**src/rtl/alu_exec_pkg.sv**
```systemverilog
// Shared types for the ALU execute stage: ALU control codes, buffer FSM states, flag and buffer-entry layouts.
// Optional feature macro used by the stage: ALU_EXEC_ILLEGAL_TRAP_EN.
package alu_exec_pkg;

  localparam logic [3:0] ALU_ADD = 4'b0000;
  localparam logic [3:0] ALU_SUB = 4'b0001;
  localparam logic [3:0] ALU_AND = 4'b0111;
  localparam logic [3:0] ALU_ORR = 4'b1000;
  localparam logic [3:0] ALU_XOR = 4'b1001;
  localparam logic [3:0] ALU_MOV = 4'b1010;
  localparam logic [3:0] ALU_MVN = 4'b1011;

  typedef enum logic [1:0] {
    EMPTY = 2'd0,
    ONE   = 2'd1,
    TWO   = 2'd2
  } buf_state_e;

  // Field order matches the architectural {N,Z,C,V} nibble.
  typedef struct packed {
    logic n;
    logic z;
    logic c;
    logic v;
  } flags_t;

  // The result field is sized by the stage's WIDTH parameter, so a buffer
  // entry is this metadata wrapped together with the result in the top.
  typedef struct packed {
    logic [3:0] rd;
    logic       wb_en;
  } buf_meta_t;

  function automatic logic alu_code_legal(input logic [3:0] code);
    return (code == ALU_ADD) || (code == ALU_SUB) || (code == ALU_AND) ||
           (code == ALU_ORR) || (code == ALU_XOR) || (code == ALU_MOV) ||
           (code == ALU_MVN);
  endfunction

endpackage

```
**src/rtl/alu_core.sv**
```systemverilog
// Combinational ALU: result, next NZCV and a legal bit for one ALU control code.
// C/V pass through from the current register for logic/move ops.
module alu_core
  import alu_exec_pkg::*;
#(
  parameter int unsigned WIDTH = 32
) (
  input  logic [3:0]       alu_ctrl,
  input  logic [WIDTH-1:0] a,
  input  logic [WIDTH-1:0] b,
  input  logic             c_in,
  input  logic             v_in,
  output logic [WIDTH-1:0] result,
  output flags_t           flags_nxt,
  output logic             legal
);

  logic [WIDTH:0] add_ext;
  logic [WIDTH:0] sub_ext;
  logic           c_nxt;
  logic           v_nxt;

  assign add_ext = {1'b0, a} + {1'b0, b};
  // A + ~B + 1: the carry out is the ARM "not borrow" sense of C.
  assign sub_ext = {1'b0, a} + {1'b0, ~b} + {{WIDTH{1'b0}}, 1'b1};

  always_comb begin
    result = '0;
    c_nxt  = c_in;
    v_nxt  = v_in;
    unique case (alu_ctrl)
      ALU_ADD: begin
        result = add_ext[WIDTH-1:0];
        c_nxt  = add_ext[WIDTH];
        v_nxt  = (a[WIDTH-1] == b[WIDTH-1]) && (add_ext[WIDTH-1] != a[WIDTH-1]);
      end
      ALU_SUB: begin
        result = sub_ext[WIDTH-1:0];
        c_nxt  = sub_ext[WIDTH];
        v_nxt  = (a[WIDTH-1] != b[WIDTH-1]) && (sub_ext[WIDTH-1] != a[WIDTH-1]);
      end
      ALU_AND: result = a & b;
      ALU_ORR: result = a | b;
      ALU_XOR: result = a ^ b;
      ALU_MOV: result = b;
      ALU_MVN: result = ~b;
      default: result = '0;
    endcase
  end

  assign legal       = alu_code_legal(alu_ctrl);
  assign flags_nxt.n = result[WIDTH-1];
  assign flags_nxt.z = (result == '0);
  assign flags_nxt.c = c_nxt;
  assign flags_nxt.v = v_nxt;

endmodule

```
**src/rtl/alu_exec_stage.sv**
```systemverilog
// ALU execute stage: handshake in, NZCV register, 2-entry (output + skid) result buffer to writeback.
// Optional ALU_EXEC_ILLEGAL_TRAP_EN adds a sticky illegal_op output that stops further accepts.
module alu_exec_stage
  import alu_exec_pkg::*;
#(
  parameter int unsigned WIDTH = 32
) (
  input  logic             clk,
  input  logic             rst,
  input  logic             in_valid,
  output logic             in_ready,
  input  logic [3:0]       in_alu_ctrl,
  input  logic [WIDTH-1:0] in_a,
  input  logic [WIDTH-1:0] in_b,
  input  logic             in_set_flags,
  input  logic             in_no_wb,
  input  logic [3:0]       in_rd,
  output logic             out_valid,
  input  logic             out_ready,
  output logic [WIDTH-1:0] out_result,
  output logic [3:0]       out_rd,
  output logic             out_wb_en,
  output logic [3:0]       flags
`ifdef ALU_EXEC_ILLEGAL_TRAP_EN
  ,
  output logic             illegal_op
`endif
);

  typedef struct packed {
    logic [WIDTH-1:0] result;
    buf_meta_t        meta;
  } buf_entry_t;

  buf_state_e       state_q, state_d;
  buf_entry_t       out_q, out_d;
  buf_entry_t       skid_q, skid_d;
  flags_t           flags_q, flags_d;
  buf_entry_t       new_entry;
  logic [WIDTH-1:0] core_result;
  flags_t           core_flags;
  logic             core_legal;
  logic             accept;
  logic             drain;
  logic             trap_block;

  alu_core #(.WIDTH(WIDTH)) u_alu_core (
    .alu_ctrl  (in_alu_ctrl),
    .a         (in_a),
    .b         (in_b),
    .c_in      (flags_q.c),
    .v_in      (flags_q.v),
    .result    (core_result),
    .flags_nxt (core_flags),
    .legal     (core_legal)
  );

`ifdef ALU_EXEC_ILLEGAL_TRAP_EN
  logic illegal_q, illegal_d;

  assign illegal_d  = illegal_q | (accept & ~core_legal);
  assign trap_block = illegal_q;
  assign illegal_op = illegal_q;

  always_ff @(posedge clk) begin
    if (rst) illegal_q <= 1'b0;
    else     illegal_q <= illegal_d;
  end
`else
  assign trap_block = 1'b0;
`endif

  // Ready depends only on registered state (rst gating keeps it low during reset).
  assign in_ready  = (state_q != TWO) & ~trap_block & ~rst;
  assign out_valid = (state_q != EMPTY);
  assign accept    = in_valid & in_ready;
  assign drain     = out_valid & out_ready;

  assign new_entry.result     = core_result;
  assign new_entry.meta.rd    = in_rd;
  assign new_entry.meta.wb_en = ~in_no_wb & core_legal;

  always_comb begin
    state_d = state_q;
    out_d   = out_q;
    skid_d  = skid_q;
    flags_d = flags_q;
    case (state_q)
      EMPTY: begin
        if (accept) begin
          out_d   = new_entry;
          state_d = ONE;
        end
      end
      ONE: begin
        if (accept && drain) begin
          out_d = new_entry;
        end else if (accept) begin
          skid_d  = new_entry;
          state_d = TWO;
        end else if (drain) begin
          state_d = EMPTY;
        end
      end
      TWO: begin
        if (drain) begin
          out_d   = skid_q;
          state_d = ONE;
        end
      end
      default: state_d = EMPTY;
    endcase
    if (accept && in_set_flags && core_legal) flags_d = core_flags;
  end

  always_ff @(posedge clk) begin
    if (rst) begin
      state_q <= EMPTY;
      out_q   <= '0;
      skid_q  <= '0;
      flags_q <= '0;
    end else begin
      state_q <= state_d;
      out_q   <= out_d;
      skid_q  <= skid_d;
      flags_q <= flags_d;
    end
  end

  assign out_result = out_q.result;
  assign out_rd     = out_q.meta.rd;
  assign out_wb_en  = out_q.meta.wb_en;
  assign flags      = flags_q;

endmodule

```
**config.mk**
```make
export PLATFORM = sky130hd
export DESIGN_NAME = alu_exec_stage
export DESIGN_NICKNAME = d
export VERILOG_FILES = /design/src/rtl/alu_exec_pkg.sv /design/src/rtl/alu_core.sv /design/src/rtl/alu_exec_stage.sv
export SDC_FILE = /design/constraint.sdc
export NUM_CORES = 1
export LEC_CHECK = 0
export ABC_AREA = 0
export CAP_MARGIN = 20
export CELL_PAD_IN_SITES_DETAIL_PLACEMENT = 0
export CELL_PAD_IN_SITES_GLOBAL_PLACEMENT = 2
export CORE_MARGIN = 4
export CORE_UTILIZATION = 30
export CTS_BUF_LIST = sky130_fd_sc_hd__clkbuf_4 sky130_fd_sc_hd__clkbuf_8
export DETAILED_ROUTE_END_ITERATION = 8
export PLACE_DENSITY_LB_ADDON = 0.1
export SKIP_LAST_GASP = 1
export SYNTH_ARGS = -nofsm -noshare
export SYNTH_HDL_FRONTEND = slang
export SYNTH_SLANG_ARGS = --single-unit
```
**constraint.sdc**
```tcl
create_clock -name clk -period 3.1 [get_ports clk]
set_input_delay 0.31 -clock clk [delete_from_list [all_inputs] [get_ports clk]]
set_output_delay 0.31 -clock clk [all_outputs]
set_load 0.005 [all_outputs]
```
==> key figures <==
Timing
  • Slack of the critical path: 0.0517 ns
  • F_max: 328 MHz
  • Setup Skew: 0.00905 ns
  • Fin. Hold Viols: 0
  • Slew at the pin with the worst max-slew slack: 0.908 ns
  • Setup violations, final: 0
  • Part of the cycle the worst path needs: 0.983
  • Count of pins over their slew limit: 0
  • Clock period minus worst slack: 3.05 ns
  • Hold Slack: 0.454 ns
  • Setup tns final: 0 ns
  • Relative slew margins: 0.395
  • RSZ-0062 raised after global routing: true

Logic synthesis
  • Synthesized Nets: 1545
  • Avg Inst Size Synth: 7.07 sq um
  • Sequential area share after synthesis: 0.167
  • Synth unique cells: 99
  • Synth Flop Type: dfxtp_1
  • Syn. warnings: 0
  • Share of the synthesized area in the top cell type: 0.167
  • Async S/R FF share, synth: 0
  • Post-Syn Area: 0.00961 sq mm
  • FF+latch count, synth: 80
  • Top area cells in the synthesized netlist: dfxtp_1, ha_1, nor2_1
  • Post-synthesis cell count: 1359
  • Cell accounting for the most synthesized area: dfxtp_1
  • Post-synth EDFFs: 0

Setup path
  • Worst path arrival time: 3.35 ns
  • Crit path required time: 3.40 ns
  • Critical path capture point type: flop
  • Startpoint Class: input port
  • Crit path kind: in2reg
  • CP max FO: 3

Global routing
  • Vias in the first global route: 11400
  • Gr usage total: 0.232
  • GRT Residual Overflow: 0
  • Initial antenna violation count: 0
  • Largest net degree at the start of global routing: 82
  • First-pass GRT wire length: 65700 um

Cells and area
  • Final core utilization: 0.498
  • Most frequent cells in the layout: buf_4, nor2_1, a21oi_1
  • Share of cells above drive strength 1: 0.398
  • Ant diodes: 0
  • Synth-to-Final Area Change: 63.6%
  • Final nets: 2023
  • Commonest non-fill, non-tap cell in the layout: buf_4

Floorplan
  • Die Ht: 187 um
  • Core Area: 0.0316 sq mm
  • Die extent in x: 187 um
  • # IOs: 121
  • Initial core utilization: 0.305
  • FP Rows: 65
  • Die area: 0.0350 sq mm

Clock tree
  • TritonCTS clock tree: yes
  • # hold bufs at CTS: 0
  • Clock transition at path regs: 0.07 ns
  • Clk_lat worst skew: 0.35 ns
  • Clock Sinks: 80
  • Longest Clk Path Bufs: 2
  • Total CTS buffers: 9
  • H-tree levels: 3
  • CTS root buffer: clkbuf_8

Drt
  • Final wirelength: 42400 um
  • Post-route ant nets: 0
  • Vias per inst: 5.23
  • Length of the first detailed-routing pass in iterations: 5
  • Avg WL per Cell: 18.9 um
  • DR DRC count: 0
  • Vias: 11700
  • DR iter-0 viols: 604

Job
  • Max-cap violations: 0

Pwr
  • PD cells: 277 mW/mm^2
  • Total power: 0.00436 W
  • Static Leak: 6.84 nW
  • Maximum vdd drop: 0.164 mV

Status
  • Status: finished, final reports clean

Placement
  • IO Port Bufs: 120
  • Gpl congestion: 0.922
  • Pre-CTS setup slack: -1.01 ns
  • Post-DP HPWL: 33400 um

Hold path
  • Worst Hold Class: reg2reg
## cells by family after synthesis
| kind of cell | count (synthesis) | synth area share |
|---|---|---|
| DFF | 80 | 0.167 |
| xor gates and xnor gates | 21 | 0.0191 |
| buffers and inverters | 203 | 0.0866 |
| AOI/OAI and AO/OA | 442 | 0.323 |
| and+or+nand+nor | 487 | 0.243 |
| adders and majority gates | 108 | 0.142 |
| muxes | 18 | 0.0194 |
## sequential cells by signal, summed over array words and instances, names as in the netlist
signal,cells
state_q,2
flags,4
out_rd,4
out_result,32
out_wb_en,1
skid_q,37
## layer usage
metal	part of all wire	track usage
met1	0.47	0.324
met2	0.47	0.386
met3	0.038	0.0215
met4	0.023	0.0597
met5	0	0
## worst paths after layout
path,slack [ns],depth (start not counted),start,end
min,0.45,2,flags[1],flags[1]
max,0.05,16,in_b[0],flags[2]
min reg2reg,0.45,2,flags[1],flags[1]
max reg2reg,0.69,9,state_q[0],flags[2]
## critical path, cell delays in order
cell,delay (ns)
buf_6,0.11
ha_4,0.16
inv_2,0.05
fa_2,0.23
nor2b_4,0.05
o211a_4,0.24
o2111ai_4,0.29
a211oi_4,0.13
buf_4,0.16
a311oi_4,0.39
o31ai_4,0.10
a221o_1,0.39
nor2_4,0.13
nand4b_1,0.13
nor4_2,0.32
a21o_1,0.15
## metrics by stage
step | cell area [sq um] | instances
floorplan | 9610 | 1359
global placement | 13900 | 2177
detailed placement | 13900 | 2177
CTS | 15300 | 2234
global route | 15700 | 2244
finish | 15700 | 2244
## synth_stat cells (all sizes together) (9+ instances only)
cell type  instances
o211ai            19
nor2b             30
ha               106
nand2b            12
nor3              50
nor4              10
clkbuf            49
nor2             198
a211oi            59
xnor2             17
o31ai             22
a21oi            130
nand3             32
o21a              11
buf               53
nand2             90
mux2i             13
or3                9
o21ai             65
a221oi            14
dfxtp             80
inv              100
nand4             13
## final cells by class
class | count | area, sq um
fill | 3233 | 15800
multi-input combinational | 1076 | 8440
timing repair buffer | 569 | 4590
sequential | 80 | 1600
tap | 402 | 503
inverter | 101 | 387
clock buffer | 13 | 166
clock inverter | 3 | 40.0
## where the power goes
| part | internal, W | switching (W) |
|---|---|---|
| logic | 0.00120 | 0.00126 |
| registers | 0.00107 | 0.0000267 |
| clock network | 0.000432 | 0.000370 |
## repair_timing
| item | 4_1_cts | 5_1_grt |
|---|---|---|
| pin swaps | 82 | 70 |
| setup buffers | 41 | 11 |
| hold endpoints to repair | 0 | 0 |
| endpoints found under the setup margin | 44 | 24 |
| resized for setup | 270 | 124 |
Note: power is estimated with default switching activity, not from simulation.
